--- src/rtl/rv32_ifetch_queue.sv ---
// RV32 instruction fetch queue: issues sequential word reads under a credit
// limit, queues returned instructions with their PCs, and drops stale returns after a redirect.
module rv32_ifetch_queue #(
  parameter int          DEPTH        = 4,
  parameter logic [31:0] RESET_VECTOR = 32'h0000_0000
) (
  input  logic                     clk,
  input  logic                     reset,
  input  logic                     flush,
  input  logic [31:0]              flush_pc,
  output logic                     instr_valid,
  output logic [31:0]              instr,
  output logic [31:0]              instr_pc,
  input  logic                     instr_ready,
  output logic [31:0]              iaddress,
  output logic                     iread,
  input  logic                     iwaitrequest,
  input  logic [31:0]              ireaddata,
  input  logic                     ireaddatavalid,
  output logic [$clog2(DEPTH):0]   level
);

  localparam int AW = $clog2(DEPTH);

  logic [31:0]   fpc;
  logic [31:0]   rpc;
  logic [AW:0]   outstanding;
  logic [AW:0]   drop_cnt;
  logic [AW:0]   count;
  logic [AW-1:0] head;
  logic [AW-1:0] tail;
  logic [31:0]   q_instr [DEPTH];
  logic [31:0]   q_pc    [DEPTH];

  logic [AW+1:0] credit_used;
  logic          accept;
  logic          push;
  logic          pop;
  logic          drop_ret;
  logic [31:0]   flush_target;

  // Queued entries plus reads in flight may never exceed DEPTH, so a return
  // always finds a free slot.
  assign credit_used  = {1'b0, count} + {1'b0, outstanding};
  assign iread        = ~reset & ~flush & (credit_used < (AW+2)'(DEPTH));
  assign accept       = iread & ~iwaitrequest;
  assign drop_ret     = ireaddatavalid & (drop_cnt != '0);
  assign push         = ireaddatavalid & (drop_cnt == '0) & ~flush;
  assign pop          = instr_valid & instr_ready & ~flush;
  assign flush_target = flush_pc & ~32'h3;

  assign iaddress    = fpc;
  assign level       = count;
  assign instr_valid = (count != '0);
  assign instr       = instr_valid ? q_instr[head] : '0;
  assign instr_pc    = instr_valid ? q_pc[head]    : '0;

  always_ff @(posedge clk or posedge reset) begin
    if (reset) begin
      fpc         <= RESET_VECTOR;
      rpc         <= RESET_VECTOR;
      outstanding <= '0;
      drop_cnt    <= '0;
      count       <= '0;
      head        <= '0;
      tail        <= '0;
    end else begin
      // accept is never set during flush, so this covers both paths.
      outstanding <= outstanding + (AW+1)'(accept) - (AW+1)'(ireaddatavalid);
      if (flush) begin
        fpc      <= flush_target;
        rpc      <= flush_target;
        drop_cnt <= outstanding - (AW+1)'(ireaddatavalid);
        count    <= '0;
        head     <= tail;
      end else begin
        if (accept)
          fpc <= fpc + 32'd4;
        if (drop_ret)
          drop_cnt <= drop_cnt - 1'b1;
        if (push) begin
          rpc  <= rpc + 32'd4;
          tail <= tail + 1'b1;
        end
        if (pop)
          head <= head + 1'b1;
        count <= count + (AW+1)'(push) - (AW+1)'(pop);
      end
    end
  end

  always_ff @(posedge clk) begin
    if (push) begin
      q_instr[tail] <= ireaddata;
      q_pc[tail]    <= rpc;
    end
  end

endmodule
--- config.mk ---
export PLATFORM = sky130hd
export DESIGN_NAME = rv32_ifetch_queue
export DESIGN_NICKNAME = d
export VERILOG_FILES = /design/src/rtl/rv32_ifetch_queue.sv
export SDC_FILE = /design/constraint.sdc
export NUM_CORES = 1
export LEC_CHECK = 0
export ABC_AREA = 1
export CORE_MARGIN = 2
export CORE_UTILIZATION = 40
export DETAILED_ROUTE_END_ITERATION = 7
export PLACE_DENSITY = 0.74
export SYNTH_ARGS = -nofsm -noshare
export SYNTH_HDL_FRONTEND = slang
export SYNTH_SLANG_ARGS = --single-unit
--- constraint.sdc ---
create_clock -name clk -period 4.2 [get_ports clk]
set_input_delay 1.05 -clock clk [delete_from_list [all_inputs] [get_ports clk]]
set_output_delay 1.05 -clock clk [all_outputs]
set_load 0.05 [all_outputs]
After elaboration in Yosys (flattened, before gate mapping)
Memory sizes are Yosys's and may differ from the RTL's. Index checks and enable logic that the tools add are counted.

Register bits: 77. RAM bits: 256. Input bits: 70. Output and inout bits: 101. Word-level logic and storage cells: 53. Memories kept: 2.

$add $sub $neg: 11. Magnitude comparators: 1. Mux-type cells: 13. Bitwise logic cells: 11. Reduce and logical (&&, ||, !) cells: 8.

Memories: q_instr (words 4, bits a word 32, read ports 1, clocked after Yosys merged registers in 0, wr ports 1, line 32) `logic [31:0] q_instr [DEPTH];`; q_pc (words 4, bits a word 32, read ports 1, clocked after Yosys merged registers in 0, wr ports 1, line 33) `logic [31:0] q_pc [DEPTH];`.

Operators by type and width (number): $mux W32 (6); $add A32 B3 Y32 const B (2); $mux W3 (3); $sub A3 B1 Y3 (3); $and A1 B1 Y1 (8); $reduce_bool A2 Y1 (4); $add A3 B1 Y3 (2); $reduce_bool A3 Y1 (2); $add A2 B1 Y2 const B (2); $add A3 B3 Y4 (1); $lt A4 B3 Y1 const B (1); $mux W2 (2); $logic_not A3 Y1 (1); $not A1 Y1 (3); $sub A3 B1 Y3 const B (1); $mux W1 (2); $reduce_and A2 Y1 (1).

Depth between registers and ports, before layout
Word-level depth: 6. Depth in mapped cells: 13.

Worst setup path after synthesis
Ideal clock, no wire load.

Kind: in2reg. Start: in ireaddatavalid. End: mem q_instr[0][0] (enable). Library setup time: 0.482 ns. Data arrival time: 4.142 ns. Required time: 3.718 ns. Setup slack: -0.424 ns. Cell stages on the path: 5. Buffers on the path: 1. Cells stage by stage: nand3_1 inv_1 nand2_1 buf_2 nor2_1.

Cells in the longest elaborated chain, start to end: 4.

RTL lines: start, declared (line 19) `input logic ireaddatavalid,`; $and A1 B1 Y1 (2 in series) (line 48) `assign push = ireaddatavalid & (drop_cnt == '0) & ~flush;`; $mux W1 (line 93) `if (push) begin`; $mux W1 (not written as such) (line 94) `q_instr[tail] <= ireaddata;`; end, declared (line 32).

Every way passes these cells.

Worst setup path in the final report
Start: reg head[0]. End: out instr_pc[28].

Cells in the longest elaborated chain, start to end: 2.

RTL lines: start, declared (line 30) `logic [AW-1:0] head;`; start signal, assigned (line 75) `head <= tail;`; start signal, assigned (line 86) `head <= head + 1'b1;`; $mem_v2 Z4 W32; $mux W32 (line 56) `assign instr_pc = instr_valid ? q_pc[head] : '0;`; end, declared (line 13) `output logic [31:0] instr_pc,`.

Every way passes these cells.

==> results_dict.tcl <==
set metrics [dict create \
    cts_tree "yes" \
    synthXorXnorAreaFrac_pct 1.44 \
    crit_path_frequent_cell "buf_12" \
    syn_avg_cell_area_um2 9.91 \
    async_flop_share_pct 22.7 \
    final_common_cell "nor2_1" \
    clkLatencyLatePin_ns 0.51 \
    globalRouteMet3Util_pct 3.40 \
    htreeDepth 2 \
    clockBufferDepth 3 \
    num_io_pins 171 \
    max_stage_delay_ns 0.70 \
    min_period_over_period_pct 92.7 \
    cp-start-kind "register" \
    hpwl_um 23500 \
    busiest_layer "met2" \
    rsz0062_at_grt "false" \
    wl_per_cell_um 17.1 \
    yosysSeqAreaShare_pct 63.3 \
    cp_num_buf_inv 3 \
    p_leak_nw 7.04 \
    fillCellCount 3089 \
    syn-cell-area_um2 14600 \
    synthAdderAreaFrac_pct 1.64 \
    gp_congestion 0.931 \
    ys.warnings.count 0 \
    netlist_instances 1478 \
    whs_ns 0.492 \
    most-common-layout-cells "nor2_1, edfxtp_1, nand2_1" \
    grt_max_degree 73 \
    drt-initial-drc-count 840 \
    gr-total-overflow 0 \
    detail-route-antenna-nets 0 \
    hold_path_class "register to register" \
    numPortBuffers 164 \
    grt_pass1_wl_um 57200 \
    ys.flop_type "edfxtp_1" \
    synth_top_family_by_area "simple AND/OR/NAND/NOR gates" \
    hold_violations 0 \
    p_seq_share_pct 30.3 \
    die_w_um 195 \
    synthMuxAreaShare_pct 0 \
    vias 11100 \
    num_rows 70 \
    cp.required_ns 3.15 \
    dp.cells 2065 \
    cts_root_buf "clkbuf_16" \
    worstSetupPathType "register to output port" \
    cts_buffers 35 \
    synth-simple-area-share_pct 19.1 \
    die_area_um2 38200 \
    pwr-share-comb_pct 46.8 \
    ys_seq_elements 321 \
    synth.distinct_cells 40 \
    synth_edf_count 248 \
    max_cap_viol_count 0 \
    crit_family "buffers and inverters" \
    synth_compound_area_share_pct 9.40 \
    utilization_pct 51.3 \
    cpMaxStageDelayCell "inv_2" \
    postCtsHoldBufs 0 \
    netlist_top_cells_area "edfxtp_1, dfrtp_1, nor2_1" \
    tightest_slew_ns 0.901 \
    switchingPower_mw 5.50 \
    period_minus_slack_ns 3.90 \
    antenna_cells 0 \
    endpoint_kind "output port" \
    clock_skew_ns 0.0207 \
    met1_usage_pct 24.8 \
    multiInputGateArea_um2 4670 \
    layout.cells.non_filler 2128 \
    cts_setup_buffers 0 \
    drive_above_1_share_pct 10.6 \
    drtPass1Iterations 5 \
    grt_usage_pct 19.0 \
    critPathMaxFanout 72 \
    switching_share_pct 40.6 \
    antenna_found_initial 0 \
    post_cts_resized 0 \
    nNetsFinal 1722 \
    cellPowerDensity_nw_per_um2 725 \
    internal_power_mw 8.03 \
    status "finished, final reports clean" \
    drt-total-wl_um 36500 \
    die_h_um 195 \
    worst_ep_arrival_time_ns 2.85 \
    path_clk_slew_ns 0.06 \
    setup-violations-final 0 \
    power_frac_clock_pct 22.9 \
    finalMaxSlewViolations 0 \
    first_global_vias 10800 \
    relSlewSlack_pct 39.9 \
    viasPerCell 5.22 \
    numClockSinks 321 \
    netlist.area_leader.share_pct 50.9 \
    syn_to_final_growth_pct 27.4 \
    regArea_um2 9280 \
    met2_usage_pct 32.5 \
    synth_top_area_cell "edfxtp_1" \
    core_area_um2 36300 \
    start_util_pct 40.3 \
    drcViolationCount 0 \
    vdd.ir_drop.worst_mv 0.372 \
    max_freq_mhz 257 \
    path_cells "inv_2, buf_12, o21ai_0, a21oi_1, buf_12" \
]
[metal layers]
metal	routed length, um	up-vias
met4	765	0
met3	2740	61
met2	17500	410
li1	-	5293
met5	0	-
met1	15500	5337
[power by group through the flow]
stage               Sequential (mW)  Clock, mW  Combinational (mW)
floorplan                      4.23          0                3.44
global placement               4.13          0                6.27
detailed placement             4.15          0                6.36
CTS                            4.09       3.17                6.38
global route                   4.13       3.30                6.75
finish                         4.10       3.10                6.33
[through the flow]
stage               setup WS (ns)  setup TNS [ns]  power, mW  cell area, um^2
CTS                         0.283               0       13.6            18700
detailed placement          0.777               0       10.5            17500
finish                      0.305               0       13.5            18700
floorplan                  -0.424         -105.14       7.67            14700
global route                0.120               0       14.2            18700
global placement            0.811               0       10.4            17500
[cell usage after synthesis (4+ instances only)]
cell,n
a21oi_1,74
buf_1,9
buf_2,23
buf_4,8
clkbuf_1,25
dfrtp_1,73
edfxtp_1,248
ha_1,16
inv_1,101
inv_2,6
nand2_1,244
nand2_2,5
nand3_1,65
nand4_1,14
nor2_1,316
nor2_2,9
nor2_4,5
nor3_1,14
o211ai_1,16
o21ai_0,151
o21ai_1,5
o21bai_1,6
xnor2_1,4
xor2_1,20
[cell type report]
type                            instances  share of cell area [%]
Tap cell                              468                    3.14
Sequential cell                       321                    49.7
Clock inverter                         21                    1.25
Multi-Input combinational cell        984                    25.0
Inverter                              107                    2.15
Clock buffer                           42                    5.06
Timing Repair Buffer                  185                    13.6
[sequential cells by signal, indices dropped and copies added, names as in the netlist]
name	cells
rpc	30
iaddress	30
tail	2
head	2
level	3
outstanding	3
q_instr	128
q_pc	120
drop_cnt	3
[worst paths after layout]
path                                                from                  endpoint  slack [ns]  cells past startpoint
worst max-delay path                 head[0]$_DFFE_PP0P_              instr_pc[28]        0.30                      5
worst min-delay path            outstanding[1]$_DFF_PP0_  outstanding[2]$_DFF_PP0_        0.49                      1
worst max register to register        level[1]$_DFF_PP0_        level[2]$_DFF_PP0_        1.46                     11
worst min register to register  outstanding[1]$_DFF_PP0_  outstanding[2]$_DFF_PP0_        0.49                      1
max in group asynchronous                          reset  iaddress[16]$_DFFE_PP0P_        2.48                      3
min in group asynchronous                          reset       tail[1]$_DFFE_PP0P_        1.02                      2
[logic make-up after synthesis]
group / Yosys count
XOR/XNOR: 24
adder cells (fa/ha/maj): 18
AO/OA/AOI/OAI: 259
AND/OR/NAND/NOR: 679
flip-flops: 321
buffers and inverters: 176
other: 1
(Power assumes the default switching activity.)
